## config.mk

```make
export PLATFORM = sky130hd
export DESIGN_NAME = arm_imm_encoder_flat
export DESIGN_NICKNAME = d
export VERILOG_FILES = /design/src/rtl/arm_imm_encoder_if.sv /design/src/rtl/arm_imm_encoder.sv /design/src/flat_wrapper.sv
export SDC_FILE = /design/constraint.sdc
export NUM_CORES = 1
export LEC_CHECK = 0
export CAP_MARGIN = 20
export CORE_UTILIZATION = 45
export DETAILED_ROUTE_END_ITERATION = 12
export GPL_TIMING_DRIVEN = 0
export HOLD_SLACK_MARGIN = 0.06
export PLACE_DENSITY = 0.75
export SYNTH_ARGS = -nofsm -noshare
export SYNTH_HDL_FRONTEND = slang
export SYNTH_SLANG_ARGS = --single-unit
```

## constraint.sdc

```tcl
create_clock -name clk -period 1.8 [get_ports clk]
set_clock_uncertainty 0.1 [all_clocks]
set_input_delay 0.54 -clock clk [delete_from_list [all_inputs] [get_ports clk]]
set_output_delay 0.54 -clock clk [all_outputs]
set_load 0.02 [all_outputs]
```

## src/rtl/arm_imm_encoder_if.sv

```systemverilog
// Request/result bundle for arm_imm_encoder: start/value in, busy/done/result out.
interface arm_imm_encoder_if;
  localparam int unsigned DATA_W = 32;
  localparam int unsigned SO_W   = 12;

  logic              start;
  logic [DATA_W-1:0] value;
  logic              busy;
  logic              done;
  logic              valid;
  logic [SO_W-1:0]   shift_operand;
  logic              inverted;

  modport master (
    output start, value,
    input  busy, done, valid, shift_operand, inverted
  );

  modport slave (
    input  start, value,
    output busy, done, valid, shift_operand, inverted
  );
endinterface

```

## src/rtl/arm_imm_encoder.sv

```systemverilog
// Multi-cycle search for the ARM rotated-immediate encoding {rotate_imm, imm8} of a 32-bit value.
// Optional IMM_ENCODE_INVERT_EN also tries ~value (MVN/BIC form) at each rotation step.
module arm_imm_encoder #(
  parameter int unsigned DATA_WIDTH = 32
) (
  input  logic             clk,
  input  logic             rst,
  arm_imm_encoder_if.slave bus
);

  localparam int unsigned ROT_W = 4;
  localparam int unsigned IMM_W = 8;
  localparam int unsigned SO_W  = ROT_W + IMM_W;
  localparam logic [ROT_W-1:0] ROT_LAST = ROT_W'(15);

  typedef enum logic [1:0] {
    IDLE   = 2'd0,
    SEARCH = 2'd1,
    DONE   = 2'd2
  } state_t;

  state_t                state_q, state_n;
  logic [DATA_WIDTH-1:0] work_q,  work_n;
  logic [ROT_W-1:0]      rot_q,   rot_n;
  logic                  busy_q,  busy_n;
  logic                  done_q,  done_n;
  logic                  valid_q, valid_n;
  logic [SO_W-1:0]       so_q,    so_n;
  logic                  direct_hit;
`ifdef IMM_ENCODE_INVERT_EN
  logic                  inv_q,   inv_n;
  logic                  inv_hit;
`endif

  // Remaining rotation must leave the whole value inside the low byte.
  assign direct_hit = (work_q[DATA_WIDTH-1:IMM_W] == '0);
`ifdef IMM_ENCODE_INVERT_EN
  assign inv_hit    = (work_q[DATA_WIDTH-1:IMM_W] == '1);
`endif

  // State register and all registered outputs.
  always_ff @(posedge clk) begin
    if (rst) begin
      state_q <= IDLE;
      work_q  <= '0;
      rot_q   <= '0;
      busy_q  <= 1'b0;
      done_q  <= 1'b0;
      valid_q <= 1'b0;
      so_q    <= '0;
`ifdef IMM_ENCODE_INVERT_EN
      inv_q   <= 1'b0;
`endif
    end else begin
      state_q <= state_n;
      work_q  <= work_n;
      rot_q   <= rot_n;
      busy_q  <= busy_n;
      done_q  <= done_n;
      valid_q <= valid_n;
      so_q    <= so_n;
`ifdef IMM_ENCODE_INVERT_EN
      inv_q   <= inv_n;
`endif
    end
  end

  // Next-state and next-output logic; one rotation evaluated per cycle.
  always_comb begin
    state_n = state_q;
    work_n  = work_q;
    rot_n   = rot_q;
    busy_n  = busy_q;
    done_n  = done_q;
    valid_n = valid_q;
    so_n    = so_q;
`ifdef IMM_ENCODE_INVERT_EN
    inv_n   = inv_q;
`endif

    case (state_q)
      IDLE: begin
        if (bus.start) begin
          work_n  = bus.value;
          rot_n   = '0;
          busy_n  = 1'b1;
          valid_n = 1'b0;
          so_n    = '0;
`ifdef IMM_ENCODE_INVERT_EN
          inv_n   = 1'b0;
`endif
          state_n = SEARCH;
        end
      end

      SEARCH: begin
        // Lowest rot tried first, so the first hit is the canonical encoding.
        if (direct_hit) begin
          so_n    = {rot_q, work_q[IMM_W-1:0]};
          valid_n = 1'b1;
          done_n  = 1'b1;
          state_n = DONE;
`ifdef IMM_ENCODE_INVERT_EN
        end else if (inv_hit) begin
          so_n    = {rot_q, ~work_q[IMM_W-1:0]};
          valid_n = 1'b1;
          inv_n   = 1'b1;
          done_n  = 1'b1;
          state_n = DONE;
`endif
        end else if (rot_q == ROT_LAST) begin
          so_n    = '0;
          valid_n = 1'b0;
          done_n  = 1'b1;
          state_n = DONE;
        end else begin
          work_n  = {work_q[DATA_WIDTH-3:0], work_q[DATA_WIDTH-1:DATA_WIDTH-2]};
          rot_n   = rot_q + ROT_W'(1);
        end
      end

      DONE: begin
        done_n  = 1'b0;
        busy_n  = 1'b0;
        state_n = IDLE;
      end

      default: begin
        done_n  = 1'b0;
        busy_n  = 1'b0;
        state_n = IDLE;
      end
    endcase
  end

  assign bus.busy          = busy_q;
  assign bus.done          = done_q;
  assign bus.valid         = valid_q;
  assign bus.shift_operand = so_q;
`ifdef IMM_ENCODE_INVERT_EN
  assign bus.inverted      = inv_q;
`else
  assign bus.inverted      = 1'b0;
`endif

  // Result strobe lasts exactly one cycle; an invalid result never carries a payload.
  a_done_one_cycle: assert property (@(posedge clk) disable iff (rst) done_q |=> !done_q);
  a_invalid_zero:   assert property (@(posedge clk) disable iff (rst) !valid_q |-> (so_q == '0));

endmodule
```

## src/flat_wrapper.sv

```systemverilog
// flat-port wrapper written by rule: the top's interface ports become plain ports
module arm_imm_encoder_flat 
#(
  parameter int unsigned DATA_WIDTH = 32
)
  (clk, rst, bus_start, bus_value, bus_busy, bus_done, bus_valid, bus_shift_operand, bus_inverted);
  arm_imm_encoder_if bus_i ();
  input  logic clk;
  input  logic rst;
  input wire logic [$bits(bus_i.start)-1:0] bus_start;
  input wire logic [$bits(bus_i.value)-1:0] bus_value;
  output wire logic [$bits(bus_i.busy)-1:0] bus_busy;
  output wire logic [$bits(bus_i.done)-1:0] bus_done;
  output wire logic [$bits(bus_i.valid)-1:0] bus_valid;
  output wire logic [$bits(bus_i.shift_operand)-1:0] bus_shift_operand;
  output wire logic [$bits(bus_i.inverted)-1:0] bus_inverted;
  assign bus_i.start = bus_start;
  assign bus_i.value = bus_value;
  assign bus_busy = bus_i.busy;
  assign bus_done = bus_i.done;
  assign bus_valid = bus_i.valid;
  assign bus_shift_operand = bus_i.shift_operand;
  assign bus_inverted = bus_i.inverted;
  arm_imm_encoder #(.DATA_WIDTH(DATA_WIDTH)) u_core (.clk(clk), .rst(rst), .bus(bus_i));
endmodule
```

* Word level (Yosys, flattened, before mapping)
Cells that the tools add are included.
** Cells by class
- Mux-type cells :: 25
- Reduce and logical (&&, ||, !) cells :: 8
- Order comparisons :: 0
- Divide/modulo/power cells :: 0
- Shift-type cells :: 0
- Eq/ne operators :: 6
- Bitwise operators :: 2
- $mul :: 0
- Add/sub/neg operators :: 1
** Operator list (count)
- two-way mux 32 bit :: 3
- one-hot mux 32 bit (2 select lines) :: 1
- two-way mux 12 bit :: 3
- zero test 24 bit :: 1
- one-hot mux 12 bit (2 select lines) :: 1
- two-way mux 4 bit :: 3
- one-hot mux 4 bit (2 select lines) :: 1
- two-way mux 1 bit :: 6
- two-way mux 2 bit :: 3
- != test 2 bit (second input constant) :: 3
- one-hot mux 1 bit (2 select lines) :: 3
- AND reduction 2 bit :: 3
- adder 4 x 1 -> 4 bit (second input constant) :: 1
- equality test 4 bit (second input constant) :: 1
- one-hot mux 2 bit (2 select lines) :: 1
- AND reduction 4 bit :: 1
- != test 3 x 1 -> 1 bit (second input constant) :: 1
- AND reduction 3 bit :: 1
- equality test 2 x 1 -> 1 bit (second input constant) :: 1
- zero test 2 bit :: 1
- inverter 1 bit :: 2
- nonzero test 2 bit :: 1
** Storage, ports and cells
- Logic and storage cells :: 49
- Memories :: 0
- Register bits :: 53
- Bits in read-only memories :: 0
- Bits in writable memories :: 0
- Bits in latches :: 0

* Longest topological paths before layout
- Depth in word-level cells :: 4
- Depth in mapped cells :: 8
- Gate-level depth less buffers :: 6

* Least setup slack after synthesis
Ideal clock, no wire load.
- Kind :: register to register
- From :: register u_core.rot_q[0]
- To :: register u_core.work_q[10]
- Required time :: 1572 ps
- Arrival :: 1614 ps
- Setup time :: 128 ps
- Slack :: -42 ps
- Stages on the path, launching flop included :: 9
- Path buffers :: 2
- Cells stage by stage :: dfxtp_1 > ha_1 > and3_1 > a211oi_1 > a311oi_2 > buf_6 > buf_12 > mux2i_1 > nor2_1
** On the way
- Word-level cells in the longest chain between the ends :: 3
** RTL lines
- start, declared :: line arm_imm_encoder.sv:24 : logic [ROT_W-1:0] rot_q, rot_n;
- start signal, assigned :: line arm_imm_encoder.sv:57 : rot_q <= rot_n;
- equality test 4 bit :: line arm_imm_encoder.sv:111 : end else if (rot_q == ROT_LAST) begin
- != test 2 bit (no line)
- AND reduction 4 bit (no line)
- end signal, assigned :: line arm_imm_encoder.sv:56 : work_q <= work_n;
- end, declared :: line arm_imm_encoder.sv:23 : logic [DATA_WIDTH-1:0] work_q, work_n;
Every way passes these cells.
A chain may end at the register's enable or synchronous reset.

* Final worst setup path
- From :: register u_core.work_q[9]
- To :: register u_core.so_q[4], in the netlist u_core.bus.shift_operand[4]
** On the way
- Word-level cells in the longest chain between the ends :: 3
- Elaborated cells between the ends (all ways) :: 5
- Classes of those cells :: eq/ne: 1; mux: 2; reduce/logical: 2
** RTL lines
- zero test 24 bit (*) :: line arm_imm_encoder.sv:36 : assign direct_hit = (work_q[DATA_WIDTH-1:IMM_W] == '0);
- != test 3 x 1 -> 1 bit (no line) / two-way mux 12 bit (equally long branches)
- AND reduction 3 bit (no line) / one-hot mux 12 bit (2 select lines) (equally long branches)
- end signal, assigned :: line arm_imm_encoder.sv:61 : so_q <= so_n;
- end, declared :: line arm_imm_encoder.sv:28 : logic [SO_W-1:0] so_q, so_n;
Every way passes the cells marked *; elsewhere a longest branch is shown, timed or not.

==> qor.csv <==
metric,value,unit
fin_area,3290,sq um
synth-adder-area-share,0.521,%
clk_pin_slew,0.09,ns
netSwitchingFraction,32.3,%
firstDrtPassIters,4,
detail-route-antenna-nets,0,
whs_path_depth,1,
hold_buffers,0,
stdcell_count,366,
clk_latency,0.31,ns
timing.critical_path.mode_cell,buf_4,
vdd_drop_max,0.702,mV
die_w,75.1,um
cts_sinks,53,
ys_ff_latch,53,
setup_viol,48,
routed_via_density,5.14,
leakage,1.36,nW
fin_setup_tns,-4.40,ns
hold_path.class,reg2reg,
grt.overflow.total,0,
cp_num_buf_inv,3,
drcViolationCount,0,
ys_async_sr_fraction,0,%
coreArea,5140,sq um
netlist_area,2400,sq um
die_y,75.1,um
layout-drive-gt1-share,27.7,%
h-tree-depth,2,
yosys.cell_types.count,36,
cp-end-kind,flip-flop,
netlist_instances,228,
start_util,46.7,%
period_needed,1.93,ns
maxCapViolCount,0,
hold_viol_final,0,
wl_per_cell,14.3,um
antenna_found_initial,0,
nFillCells,455,
synthMuxAreaShare,28.3,%
outcome,"complete, but fails checks",
vias,1883,
startpoint_type,flip-flop,
worst-setup-path-type,reg2reg,
dp_hpwl,3580,um
fin_nets,331,
synth_top_family_by_area,multiplexers,
gp_congestion,0.868,
hold_end,u_core.bus.shift_operand[1],
max_stage_delay,0.35,ns
synth_top_cell_by_area,dfxtp_1,
synth_flop_cell,dfxtp_1,
cts_made_buffers,5,
num_rows,26,
area_growth,37.0,%
crit_slowest_cell,dfxtp_2,
clock.fmax,0.518,GHz
grt_max_degree,16,
synthTopCellsByCount,"dfxtp_1, nor2_1, mux2_2, mux2i_1, a22o_1",
place_area,2980,sq um
violations,setup timing,
synth_xor_area_share,0,%
power_frac_seq,42.7,%
maxSlewViolCount,0,
yosysSeqAreaShare,44.2,%
die_area,5630,sq um
drtIter0Drc,104,
cts_tree,built,
drt_wl_total,5250,um
synthSimpleGateAreaFrac,13.0,%
ff2ff_setup_slack,-0.13,ns
crit_family,simple AND/OR/NAND/NOR gates,
setup_slack,-0.129,ns
r2r_start,u_core.work_q[9],
yosysMostFrequentCell,dfxtp_1,
rsz0062_at_grt,true,
cp.required,1.96,ns
cp_max_fo,5,
antenna_cells,0,
worstPathArrival,2.09,ns
dpl.cell_count,346,
portBuffers,48,
synth_area_leaders,"dfxtp_1, mux2_2, mux2i_1, nor2_1, a22o_1",
reg2regPathDepth,8,
synth.net_count,264,
min_from,u_core.bus.shift_operand[1],
p_per_area,1080,nW/um^2
grt_pass1_wl,8560,um
cts-root-buf,clkbuf_8,
synth_top_area_share,44.2,%
syn_area_per_cell,10.5,sq um
yosys_warnings,0,
finalCritPeriodShare,107,%
internal_power,0.00242,W
ios,51,
net-switching-power,0.00115,W
synth_compound_area_share,8.49,%
path_cells,"nor4_4, nand4_1, buf_4, or2_4, nor3_4, buf_4, buf_6, a22o_1",
ctsLongestPathBuffers,2,
grt_pass1_vias,1856,
pwr-share-clk,18.5,%
synth_edf_count,0,
grt_usage,20.3,%
comb_power_share,38.9,%
r2r_end,u_core.bus.shift_operand[4],
cell families after synthesis:
logic type | Yosys count
compound gates | 27
other cells | 1
fa+ha+maj | 1
mux | 64
buf+inv | 17
flops | 53
simple gates | 65
sequential cells by signal, summed over array words and instances (netlist names):
name	count
u_core.work_q	32
u_core.bus.shift_operand	12
u_core.rot_q	4
u_core.state_q	2
u_core.bus.busy	1
u_core.bus.done	1
u_core.bus.valid	1
what timing repair did:
| item | 4_1_cts | 5_1_grt |
|---|---|---|
| buffers inserted | 7 | 2 |
| gates resized for setup | 43 | 9 |
| setup endpoints to repair | 66 | 52 |
| hold endpoints to repair | 0 | 0 |
| pin swaps | 6 | 8 |
| gates cloned | 3 | 0 |
layout by cell type, fill, tap and decap left out, drive strengths merged, types with 2 or more instances in the layout:
master	count
nand4	3
nor4	6
nor3b	2
clkinv	2
o21ai	3
a31oi	2
nor3	3
mux2i	32
clkbuf	15
a22o	12
nand3	4
buf	19
clkdlybuf4s50	33
nand2	3
dlygate4sd2	15
a21oi	5
nor2	36
nand2b	2
mux2	32
dfxtp	53
layer usage:
metal / GRT usage, % / share of wire, % / up-vias
met1: 24.7 / 46 / 879
met2: 34.8 / 49 / 46
met4: 6.71 / 1.1 / 0
met5: 0 / 0 / -
met3: 5.62 / 4.2 / 6
li1: - / - / 952
power by group through the flow:
stage | registers, W | clock network, W | logic [W]
after floorplan | 0.00147 | 0 | 0.000939
after global placement | 0.00150 | 0 | 0.00115
after detailed placement | 0.00150 | 0 | 0.00118
after CTS | 0.00151 | 0.000668 | 0.00135
after global routing | 0.00155 | 0.000725 | 0.00149
final | 0.00152 | 0.000659 | 0.00139
layout make-up:
class,count,area [sq um],area share [%]
Inverter,1,3.75,0.114
Buffer,16,136,4.14
Timing Repair Buffer,60,581,17.6
Clock inverter,2,10.0,0.304
Multi-Input combinational cell,158,1330,40.4
Clock buffer,6,72.6,2.21
Sequential cell,53,1070,32.5
Tap cell,70,87.6,2.66
how the worst max path moves through the flow:
| stage | startpoint | endpoint | slack [ns] | depth (start not counted) |
|---|---|---|---|---|
| after floorplan | u_core.rot_q[0] | u_core.work_q[10] | 0.009 | 8 |
| after global placement | bus_start | u_core.work_q[10] | -0.38 | 7 |
| after detailed placement | bus_start | u_core.work_q[3] | -0.42 | 7 |
| after CTS | u_core.work_q[9] | u_core.work_q[10] | -0.16 | 7 |
| after global routing | u_core.work_q[9] | u_core.bus.shift_operand[9] | -0.24 | 8 |
| final | u_core.work_q[9] | u_core.bus.shift_operand[4] | -0.13 | 8 |
worst reg2reg max path, delay by kind of cell (launching register included):
| family | cells | cell delay (ns) |
|---|---|---|
| AND/OR/NAND/NOR | 4 | 0.87 |
| buffers and inverters | 3 | 0.45 |
| AO/OA/AOI/OAI | 1 | 0.11 |
| flip-flops | 1 | 0.35 |
through the flow:
step	power, W	setup slack, ns	util, %	hold WS [ns]
after floorplan	0.00240	0.00899	-	0.358
after global placement	0.00265	-0.380	57.9	0.362
after detailed placement	0.00268	-0.424	57.9	0.367
after CTS	0.00354	-0.158	63.2	0.384
after global routing	0.00376	-0.244	64.0	0.407
final	0.00357	-0.129	64.0	0.380
Power figures use the tool's default switching activity.
